**src/rtl/mac_bus_sequencer_if.sv**
```systemverilog
// ---------------------------------------------------------------------------
// mac_bus_sequencer_if
// Bus bundle between the 68k side (CPU strobe, address decode, DMA requests)
// and the Mac bus sequencer.
//   master : CPU / decoder / DMA-engine view (drives strobes and requests)
//   slave  : sequencer view (drives phase, slot, grants, /DTACK, /BERR)
// ---------------------------------------------------------------------------
interface mac_bus_sequencer_if #(
   parameter int unsigned PHASES  = 8,
   parameter int unsigned NUM_DMA = 3
);
   localparam int unsigned PW = $clog2(PHASES);

   logic                cpu_as_n;
   logic                sel_ram;
   logic                sel_rom;
   logic                sel_vpa;
   logic [NUM_DMA-1:0]  dma_req;

   logic [PW-1:0]       bus_phase;
   logic                cpu_slot;
   logic [NUM_DMA-1:0]  dma_grant;
   logic                cpu_mem_grant;
   logic                cycle_ready;
   logic                cpu_dtack_n;
   logic                cpu_berr_n;

   modport master (
      output cpu_as_n, sel_ram, sel_rom, sel_vpa, dma_req,
      input  bus_phase, cpu_slot, dma_grant, cpu_mem_grant,
             cycle_ready, cpu_dtack_n, cpu_berr_n
   );

   modport slave (
      input  cpu_as_n, sel_ram, sel_rom, sel_vpa, dma_req,
      output bus_phase, cpu_slot, dma_grant, cpu_mem_grant,
             cycle_ready, cpu_dtack_n, cpu_berr_n
   );
endinterface

```
**src/rtl/mac_bus_sequencer.sv**
```systemverilog
// ---------------------------------------------------------------------------
// mac_bus_sequencer
// Owns the Mac bus-phase counter, alternates CPU and DMA slots, arbitrates the
// DMA channels (index 0 = highest priority), donates idle DMA slots to the CPU
// and generates the registered 68k /DTACK.
//
// Slot timing: bus_phase runs 0..PHASES-1; cpu_slot toggles on wrap and the
// slot after reset is a DMA slot.  DMA requests are sampled on the edge that
// opens a DMA slot, so dma_grant is already valid at phase 0 and stays put for
// the whole slot.  A DMA slot with no grant is donated to the CPU.
//
// Optional feature (macro BUS_TIMEOUT_EN): a watchdog counts unacknowledged
// /AS-low cycles and raises /BERR after TIMEOUT_CYC cycles.  Without the macro
// cpu_berr_n is tied high and TIMEOUT_CYC does not exist.
//
// PHASES must be a power of two >= 4; ACCEPT_PHASE < DONE_PHASE < PHASES-1.
// ---------------------------------------------------------------------------
module mac_bus_sequencer #(
   parameter int unsigned PHASES       = 8,
   parameter int unsigned NUM_DMA      = 3,
   parameter int unsigned ACCEPT_PHASE = 2,
   parameter int unsigned DONE_PHASE   = 4
`ifdef BUS_TIMEOUT_EN
   ,
   parameter int unsigned TIMEOUT_CYC  = 1023
`endif
) (
   input  logic                 clk_sys,
   input  logic                 RESET,
   mac_bus_sequencer_if.slave   bus
);

   localparam int unsigned       PW       = $clog2(PHASES);
   localparam logic [PW-1:0]     LAST_PH  = PW'(PHASES - 1);
   localparam logic [PW-1:0]     ACC_PH   = PW'(ACCEPT_PHASE);
   localparam logic [PW-1:0]     DONE_PH  = PW'(DONE_PHASE);
   localparam logic [NUM_DMA-1:0] NO_GRANT = {NUM_DMA{1'b0}};

   // CPU access tracking: idle, or a RAM/ROM cycle accepted and not yet ended
   typedef enum logic [0:0] {
      ACC_IDLE = 1'b0,
      ACC_BUSY = 1'b1
   } acc_state_t;

   // Fixed-priority pick: one-hot of the lowest set request bit
   function automatic logic [NUM_DMA-1:0] lowest_one(input logic [NUM_DMA-1:0] req);
      logic [NUM_DMA-1:0] oh;
      oh = {NUM_DMA{1'b0}};
      for (int i = int'(NUM_DMA) - 1; i >= 0; i--) begin
         if (req[i]) begin
            oh    = {NUM_DMA{1'b0}};
            oh[i] = 1'b1;
         end
      end
      return oh;
   endfunction

   // registers
   logic [PW-1:0]       phase_r;
   logic                cpu_slot_r;
   logic [NUM_DMA-1:0]  dma_grant_r;
   logic                cpu_mem_grant_r;
   logic                cycle_ready_r;
   logic                dtack_n_r;
   acc_state_t          acc_state_r;

   // combinational
   logic [PW-1:0]       next_phase_s;
   logic                slot_end_s;
   logic                donated_s;
   logic                ram_slot_ok_s;
   logic                accept_ram_s;
   logic                accept_rom_s;
   logic                as_acc_s;
   logic                mem_ack_s;
   logic                io_ack_s;
   logic                hold_ack_s;
   logic                berr_n_s;
   acc_state_t          acc_state_nxt_s;

   assign next_phase_s  = phase_r + PW'(1);
   assign slot_end_s    = (phase_r == LAST_PH);
   assign donated_s     = ~cpu_slot_r & (dma_grant_r == NO_GRANT);
   assign ram_slot_ok_s = cpu_slot_r | donated_s;

   // Slot timing: free-running phase counter, CPU/DMA slot flips on wrap
   always_ff @(posedge clk_sys) begin
      if (RESET) begin
         phase_r    <= {PW{1'b0}};
         cpu_slot_r <= 1'b0;
      end else begin
         phase_r <= next_phase_s;
         if (slot_end_s) begin
            cpu_slot_r <= ~cpu_slot_r;
         end
      end
   end

   // Commit strobe: registered so it is high exactly while bus_phase is last
   always_ff @(posedge clk_sys) begin
      if (RESET) begin
         cycle_ready_r <= 1'b0;
      end else begin
         cycle_ready_r <= (next_phase_s == LAST_PH);
      end
   end

   // DMA arbitration: sample requests as a DMA slot opens, hold grant all slot
   always_ff @(posedge clk_sys) begin
      if (RESET) begin
         dma_grant_r <= NO_GRANT;
      end else if (slot_end_s) begin
         if (cpu_slot_r) begin
            dma_grant_r <= lowest_one(bus.dma_req);
         end else begin
            dma_grant_r <= NO_GRANT;
         end
      end
   end

   // CPU accept window: only at ACCEPT_PHASE, RAM also needs a usable slot
   always_comb begin
      accept_ram_s = 1'b0;
      accept_rom_s = 1'b0;
      if ((phase_r == ACC_PH) && !bus.cpu_as_n && (acc_state_r == ACC_IDLE)) begin
         if (bus.sel_ram) begin
            accept_ram_s = ram_slot_ok_s;
            accept_rom_s = 1'b0;
         end else begin
            accept_ram_s = 1'b0;
            accept_rom_s = bus.sel_rom;
         end
      end else begin
         accept_ram_s = 1'b0;
         accept_rom_s = 1'b0;
      end
   end

   // Access FSM state register
   always_ff @(posedge clk_sys) begin
      if (RESET) begin
         acc_state_r <= ACC_IDLE;
      end else begin
         acc_state_r <= acc_state_nxt_s;
      end
   end

   // Access FSM next state: leave BUSY only at slot end once /AS is released
   always_comb begin
      acc_state_nxt_s = acc_state_r;
      case (acc_state_r)
         ACC_IDLE: begin
            if (accept_ram_s || accept_rom_s) begin
               acc_state_nxt_s = ACC_BUSY;
            end else begin
               acc_state_nxt_s = ACC_IDLE;
            end
         end
         ACC_BUSY: begin
            if (slot_end_s && bus.cpu_as_n) begin
               acc_state_nxt_s = ACC_IDLE;
            end else begin
               acc_state_nxt_s = ACC_BUSY;
            end
         end
         default: acc_state_nxt_s = ACC_IDLE;
      endcase
   end

   // Access FSM outputs: accepted-cycle flag
   always_comb begin
      as_acc_s = 1'b0;
      case (acc_state_r)
         ACC_IDLE: as_acc_s = 1'b0;
         ACC_BUSY: as_acc_s = 1'b1;
         default:  as_acc_s = 1'b0;
      endcase
   end

   // RAM ownership: from the accepting phase to the end of the slot
   always_ff @(posedge clk_sys) begin
      if (RESET) begin
         cpu_mem_grant_r <= 1'b0;
      end else if (slot_end_s) begin
         cpu_mem_grant_r <= 1'b0;
      end else if (accept_ram_s) begin
         cpu_mem_grant_r <= 1'b1;
      end
   end

   // DTACK terms: memory data valid, unmapped I/O, or hold until /AS rises;
   // VPA-terminated accesses never see DTACK
   always_comb begin
      mem_ack_s  = 1'b0;
      io_ack_s   = 1'b0;
      hold_ack_s = 1'b0;
      if (!bus.cpu_as_n && !bus.sel_vpa) begin
         mem_ack_s  = as_acc_s && (bus.sel_rom || cpu_mem_grant_r) && (phase_r >= DONE_PH);
         io_ack_s   = !bus.sel_ram && !bus.sel_rom;
         hold_ack_s = !dtack_n_r;
      end else begin
         mem_ack_s  = 1'b0;
         io_ack_s   = 1'b0;
         hold_ack_s = 1'b0;
      end
   end

   // /DTACK register: one cycle behind its terms, released after /AS rises
   always_ff @(posedge clk_sys) begin
      if (RESET) begin
         dtack_n_r <= 1'b1;
      end else begin
         dtack_n_r <= ~(mem_ack_s | io_ack_s | hold_ack_s);
      end
   end

`ifdef BUS_TIMEOUT_EN
   localparam int unsigned   TW     = $clog2(TIMEOUT_CYC + 1);
   localparam logic [TW-1:0] TO_LIM = TW'(TIMEOUT_CYC);
   localparam logic [TW-1:0] TO_PRE = TW'(TIMEOUT_CYC - 1);

   logic [TW-1:0] to_cnt_r;
   logic          berr_n_r;

   // Watchdog: count unacknowledged /AS-low cycles, raise /BERR at the limit
   always_ff @(posedge clk_sys) begin
      if (RESET) begin
         to_cnt_r <= {TW{1'b0}};
         berr_n_r <= 1'b1;
      end else if (bus.cpu_as_n) begin
         to_cnt_r <= {TW{1'b0}};
         berr_n_r <= 1'b1;
      end else if (dtack_n_r && !bus.sel_vpa && (to_cnt_r != TO_LIM)) begin
         to_cnt_r <= to_cnt_r + TW'(1);
         if (to_cnt_r == TO_PRE) begin
            berr_n_r <= 1'b0;
         end
      end
   end

   assign berr_n_s = berr_n_r;
`else
   assign berr_n_s = 1'b1;
`endif

   assign bus.bus_phase     = phase_r;
   assign bus.cpu_slot      = cpu_slot_r;
   assign bus.dma_grant     = dma_grant_r;
   assign bus.cpu_mem_grant = cpu_mem_grant_r;
   assign bus.cycle_ready   = cycle_ready_r;
   assign bus.cpu_dtack_n   = dtack_n_r;
   assign bus.cpu_berr_n    = berr_n_s;

endmodule
```
**src/flat_wrapper.sv**
```systemverilog
// flat-port wrapper written by rule: the top's interface ports become plain ports
module mac_bus_sequencer_flat 
#(
   parameter int unsigned PHASES       = 8,
   parameter int unsigned NUM_DMA      = 3,
   parameter int unsigned ACCEPT_PHASE = 2,
   parameter int unsigned DONE_PHASE   = 4

)
  (clk_sys, RESET, bus_cpu_as_n, bus_sel_ram, bus_sel_rom, bus_sel_vpa, bus_dma_req, bus_bus_phase, bus_cpu_slot, bus_dma_grant, bus_cpu_mem_grant, bus_cycle_ready, bus_cpu_dtack_n, bus_cpu_berr_n);
  mac_bus_sequencer_if #(.PHASES(PHASES), .NUM_DMA(NUM_DMA)) bus_i ();
  input  logic clk_sys;
  input  logic RESET;
  input wire logic [$bits(bus_i.cpu_as_n)-1:0] bus_cpu_as_n;
  input wire logic [$bits(bus_i.sel_ram)-1:0] bus_sel_ram;
  input wire logic [$bits(bus_i.sel_rom)-1:0] bus_sel_rom;
  input wire logic [$bits(bus_i.sel_vpa)-1:0] bus_sel_vpa;
  input wire logic [$bits(bus_i.dma_req)-1:0] bus_dma_req;
  output wire logic [$bits(bus_i.bus_phase)-1:0] bus_bus_phase;
  output wire logic [$bits(bus_i.cpu_slot)-1:0] bus_cpu_slot;
  output wire logic [$bits(bus_i.dma_grant)-1:0] bus_dma_grant;
  output wire logic [$bits(bus_i.cpu_mem_grant)-1:0] bus_cpu_mem_grant;
  output wire logic [$bits(bus_i.cycle_ready)-1:0] bus_cycle_ready;
  output wire logic [$bits(bus_i.cpu_dtack_n)-1:0] bus_cpu_dtack_n;
  output wire logic [$bits(bus_i.cpu_berr_n)-1:0] bus_cpu_berr_n;
  assign bus_i.cpu_as_n = bus_cpu_as_n;
  assign bus_i.sel_ram = bus_sel_ram;
  assign bus_i.sel_rom = bus_sel_rom;
  assign bus_i.sel_vpa = bus_sel_vpa;
  assign bus_i.dma_req = bus_dma_req;
  assign bus_bus_phase = bus_i.bus_phase;
  assign bus_cpu_slot = bus_i.cpu_slot;
  assign bus_dma_grant = bus_i.dma_grant;
  assign bus_cpu_mem_grant = bus_i.cpu_mem_grant;
  assign bus_cycle_ready = bus_i.cycle_ready;
  assign bus_cpu_dtack_n = bus_i.cpu_dtack_n;
  assign bus_cpu_berr_n = bus_i.cpu_berr_n;
  mac_bus_sequencer #(.PHASES(PHASES), .NUM_DMA(NUM_DMA), .ACCEPT_PHASE(ACCEPT_PHASE), .DONE_PHASE(DONE_PHASE)) u_core (.clk_sys(clk_sys), .RESET(RESET), .bus(bus_i));
endmodule
```
**config.mk**
```make
export PLATFORM = sky130hd
export DESIGN_NAME = mac_bus_sequencer_flat
export DESIGN_NICKNAME = d
export VERILOG_FILES = /design/src/rtl/mac_bus_sequencer_if.sv /design/src/rtl/mac_bus_sequencer.sv /design/src/flat_wrapper.sv
export SDC_FILE = /design/constraint.sdc
export NUM_CORES = 1
export LEC_CHECK = 0
export ABC_AREA = 0
export BUFFER_PORTS_ARGS = -buffer_cell sky130_fd_sc_hd__buf_2
export CAP_MARGIN = 20
export CORE_AREA = 2 2 39 41
export DETAILED_ROUTE_END_ITERATION = 7
export DIE_AREA = 0 0 41 43
export PLACE_DENSITY = 0.75
export REMOVE_ABC_BUFFERS = 1
export SYNTH_ARGS = -nofsm -noshare
export SYNTH_HDL_FRONTEND = slang
export SYNTH_SLANG_ARGS = --single-unit
export TNS_END_PERCENT = 100
```
**constraint.sdc**
```tcl
create_clock -name clk_sys -period 2.4 [get_ports clk_sys]
set_clock_uncertainty 0.1 [all_clocks]
set_input_delay 0.48 -clock clk_sys [delete_from_list [all_inputs] [get_ports clk_sys]]
set_output_delay 0.48 -clock clk_sys [all_outputs]
set_load 0.02 [all_outputs]
```
* Word-level counts from Yosys, hierarchy flattened *
Index checks and enable logic that the tools add are counted.
Widths: inputs -> output; s select.

word-level totals
  output and inout port bits = 11
  word-level logic and storage cells = 50
  register bits after elaboration = 11
  input port bits = 9

operators by class
  reductions and logical operators = 16
  eq/ne operators = 3
  muxes and demuxes = 15
  add/subtract/negate cells = 1
  $lt $le $gt $ge = 1
  bitwise operators = 7

operators with widths
  cell                 count
  $mux 3               4
  $mux 1               9
  $logic_and 1x1->1    7
  $eq 3x3->1 const B   2
  $logic_not 1->1      5
  $pmux 1 s2           2
  $add 3x1->3 const B  1
  $eq 3x2->1 const B   1
  $ge 3x3->1 const B   1
  $logic_not 3->1      1
  $not 1->1            3
  $or 1x1->1           3
  $logic_or 1x1->1     2
  $reduce_or 2->1      1
  $and 1x1->1          1

* Longest topological paths before layout *
  depth in word-level cells = 8
  depth in mapped cells = 6
  depth with buffers taken out = 5

* Worst setup path before layout *
OpenSTA, ideal clock, no wires.

  kind = register -> register
  start point = register u_core.phase_r[1] (netlist: u_core.bus.bus_phase[1])
  end point = register u_core.acc_state_r
  buffers on the path = 0
  data required time = 2.204 ns
  period minus slack after synthesis = 1.535 ns
  data arrival time = 1.340 ns
  cell stages (with the launch flop) = 4
  setup time = 0.096 ns
  slack = 0.865 ns
  path through = dfxtp_1 -> ha_1 -> or4b_4 -> o41ai_2

between the ends
  cells in the longest elaborated chain, start to end = 7
  elaborated cells on any way between the ends = 11
  those cells by class = eq/ne (2); mux (5); reduce/logical (4)

ends and longest elaborated chain
  element                          RTL line                  text
  from (decl)                      mac_bus_sequencer.sv:59   logic [PW-1:0] phase_r;
  from (signal assigned)           mac_bus_sequencer.sv:89   phase_r <= {PW{1'b0}};
  from (signal assigned)           mac_bus_sequencer.sv:92   phase_r <= next_phase_s;
  $eq 3x2->1                       mac_bus_sequencer.sv:125  if ((phase_r == ACC_PH) && !bus.cpu_as_n && (acc_state_r == ACC_IDLE)) begin
  $logic_and 1x1->1 (2 in series)  mac_bus_sequencer.sv:125
  $mux 1                           mac_bus_sequencer.sv:125
  $logic_or 1x1->1                 mac_bus_sequencer.sv:153  if (accept_ram_s || accept_rom_s) begin
  $mux 1                           mac_bus_sequencer.sv:153
  $pmux 1 s2 (*)                   mac_bus_sequencer.sv:151  case (acc_state_r)
  to (signal assigned)             mac_bus_sequencer.sv:144  acc_state_r <= acc_state_nxt_s;
  to (decl)                        mac_bus_sequencer.sv:65   acc_state_t acc_state_r;

Mark *: on every way between the ends. The rest lies on a longest branch, timed or not.
A chain may end at the register's enable or synchronous reset.

* Worst setup path after layout *
  start point = register u_core.phase_r[0] (netlist: u_core.bus.bus_phase[0])
  end point = register u_core.acc_state_r

Same word-level chain as after synthesis.

==> insert_results.sql <==
INSERT INTO impl_metrics (metric_group, metric, value, unit) VALUES
('finish', 'syn_to_final_growth', '25.5', '%'),
('power', 'static-leakage-power', '0.277', 'nW'),
('floorplan', 'fp.coreArea', '1380', 'um2'),
('floorplan', 'ioPinCount', '20', ''),
('timing', 'finalHoldWorstSlack', '0.301', 'ns'),
('synthesis', 'ys_warnings', '0', ''),
('cts', 'cts_sinks', '11', ''),
('timing', 'timing.final.crit_share', '62.4', '%'),
('timing', 'hold_viol', '0', ''),
('synthesis', 'yosys.area_share.xor_xnor', '1.84', '%'),
('finish', 'final_cell_mix', 'buf_2 (18), dfxtp_1 (11), nor2_1 (6)', ''),
('synthesis', 'syn-cell-area', '475', 'um2'),
('synthesis', 'avg_cell_area_syn', '9.32', 'um2'),
('synthesis', 'synth_top_family_by_area', 'simple AND/OR/NAND/NOR gates', ''),
('synthesis', 'synth.lib_cells_used.distinct', '22', ''),
('hold_path', 'min-delay-path-class', 'in2reg', ''),
('floorplan', 'effective_utilization_at_floorplan', '34.4', '%'),
('finish', 'antenna_cells', '0', ''),
('synthesis', 'synth-main-ff-cell', 'dfxtp_1', ''),
('synthesis', 'synth.mux.area_fraction', '0', '%'),
('finish', 'final_cell_count_no_fill', '86', ''),
('global_routing', 'global_route.overflow_total', '0', ''),
('cts', 'cts_inserted_buffers', '3', ''),
('global_routing', 'gr-usage-all-layers', '12.8', '%'),
('cts', 'post-cts-setup-buffers', '0', ''),
('timing', 'grt_setup_unrepaired', 'false', ''),
('finish', 'finalNetCount', '83', ''),
('synthesis', 'synth_compound_gate_area_share', '9.74', '%'),
('power', 'cellPowerDensity', '595', 'nW/um2'),
('route', 'vias_per_cell', '4.74', ''),
('timing', 'tns', '0', 'ns'),
('global_routing', 'via_count_of_the_first_global_routing_pass', '388', ''),
('critical_path', 'worst_setup_path_end_kind', 'flip-flop', ''),
('cts', 'hold_fix_buffers_cts', '0', ''),
('synthesis', 'register_area_share_after_synthesis', '46.3', '%'),
('floorplan', 'die_height', '43', 'um'),
('synthesis', 'postSynth.asyncResetShare', '0', '%'),
('synthesis', 'synthesis.instances', '51', ''),
('route', 'finalWirelength', '945', 'um'),
('finish', 'final_layout_size_suffix_gt1_share', '32.9', '%'),
('synthesis', 'yosys.area_share.adder', '7.89', '%'),
('finish', 'final.fill_count', '152', ''),
('cts', 'ctsHtreeMaxLevel', '1', ''),
('global_routing', 'initial_antenna_violation_count', '0', ''),
('cts', 'root_buffer_cell', 'clkbuf_4', ''),
('status', 'status', 'finished, final reports clean', ''),
('placed_design', 'detailedPlacementHpwl', '675', 'um'),
('global_routing', 'wire_length_of_the_first_global_routing_pass', '1480', 'um'),
('timing', 'period_minus_ws_final', '1.50', 'ns'),
('finish', 'mostFrequentLayoutCell', 'buf_2', ''),
('cts', 'cts-resized-gates', '0', ''),
('global_routing', 'grt_max_degree', '12', ''),
('critical_path', 'critical_path_fanout_max', '4', ''),
('synthesis', 'simple_gate_portion_of_the_synthesized_area', '29.5', '%'),
('floorplan', 'fp.dieW', '41', 'um'),
('placed_design', 'portBuffers', '18', ''),
('synthesis', 'number_of_synthesized_register_bits', '11', ''),
('power', 'ir_worst_vdd', '0.269', 'mV'),
('route', 'routed-via-count', '408', ''),
('cts', 'cts_clk_pin_slew_worst_paths', '0.07', 'ns'),
('synthesis', 'number_of_synthesized_flops_with_an_enable_pin', '0', ''),
('cts', 'cts_tree', 'done', ''),
('route', 'drc', '0', ''),
('route', 'antenna_left', '0', ''),
('route', 'route.detailed.wl_per_inst', '11.0', 'um'),
('cts', 'clk-insertion-delay-late', '0.26', 'ns'),
('route', 'drt_pre_antenna_iters', '4', ''),
('timing', 'slew_violations', '0', ''),
('floorplan', 'floorplan.die_area', '1760', 'um2'),
('timing', 'fmaxAchievable', '0.668', 'GHz'),
('run', 'cap_viol_max_count', '0', ''),
('floorplan', 'placementRows', '14', ''),
('route', 'drt_iter0_markers', '6', ''),
('critical_path', 'worstSetupStartpointType', 'flip-flop', ''),
('critical_path', 'critPathArrivalTime', '1.57', 'ns'),
('timing', 'setup_violations', '0', ''),
('cts', 'longest_clk_path_bufs', '2', ''),
('critical_path', 'worstSetupPathType', 'reg2reg', ''),
('critical_path', 'cp_data_required_time', '2.47', 'ns'),
('placed_design', 'place_inst', '82', ''),
('placed_design', 'gp_routability_congestion', '0.665', '');
-- worst max-delay path, stage by stage, from the launching register on --
cell     delay [ns]
dfxtp_1        0.34
inv_1          0.06
ha_1           0.16
or4b_4         0.47
o41ai_2        0.28
-- per-stage QoR --
step / setup WS [ns] / total power (W) / utilization, % / area, um2
2_1_floorplan: 0.865 / 0.000219 / - / 460
3_3_place_gp: 0.870 / 0.000236 / 41.2 / 571
3_5_place_dp: 0.830 / 0.000237 / 41.2 / 571
4_1_cts: 0.887 / 0.000361 / 43.1 / 597
5_1_grt: 0.797 / 0.000375 / 43.1 / 597
6_report: 0.904 / 0.000355 / 43.1 / 597
-- logic make-up (layout without fill, tap and decap cells) --
logic type | count (synthesis) | in the layout
and+or+nand+nor | 25 | 25
DFF | 11 | 11
buffers and inverters | 4 | 23
AOI/OAI and AO/OA | 6 | 6
other | 1 | 1
xor gates and xnor gates | 1 | 1
adders and majority gates | 3 | 3
-- where the power goes --
part           internal, W   total, W  switching (W)
Clock            0.0000642   0.000122      0.0000576
Combinational    0.0000166  0.0000391      0.0000225
Sequential        0.000189   0.000194     0.00000556
Total             0.000270   0.000355      0.0000857
-- per-layer routing --
layer	track usage, %	vias up	share of wire [%]
met2	20.6	15	44
met1	12.9	181	47
met4	6.00	0	1.3
li1	-	210	-
met3	6.28	2	7.4
met5	0	-	0
-- synth_stat cells, drive strengths merged, types with 2 or more instances --
cell	count	area (um2)
a21oi	3	15.0
clkbuf	2	7.51
dfxtp	11	220
ha	3	37.5
nand2	4	15.0
nand2b	3	18.8
nand3	2	10.0
nand3b	2	15.0
nor2	6	22.5
nor2b	2	12.5
nor3	2	10.0
-- area by class of cell --
cell class | count | area, um2 | area share (%)
well taps | 16 | 20.0 | 3.35
flip-flops and latches | 11 | 220 | 36.9
clock buffers | 4 | 26.3 | 4.40
repair buffers | 18 | 90.1 | 15.1
inverters | 1 | 3.75 | 0.629
multi-input cells | 36 | 236 | 39.6
-- state kept, by name, summed over array words and instances, names as in the netlist --
register                  count
u_core.bus.bus_phase          3
u_core.bus.dma_grant          3
u_core.acc_state_r            1
u_core.bus.cpu_dtack_n        1
u_core.bus.cpu_mem_grant      1
u_core.bus.cpu_slot           1
u_core.bus.cycle_ready        1
-- path summary, 6_finish.rpt --
path | from | end | slack (ns) | depth (start not counted)
max | u_core.bus.bus_phase[0] | u_core.acc_state_r | 0.90 | 4
min | bus_sel_vpa | u_core.bus.cpu_dtack_n | 0.30 | 3
max reg2reg | u_core.bus.bus_phase[0] | u_core.acc_state_r | 0.90 | 4
min reg2reg | u_core.bus.bus_phase[0] | u_core.bus.bus_phase[0] | 0.36 | 1
Power figures use the tool's default switching activity.
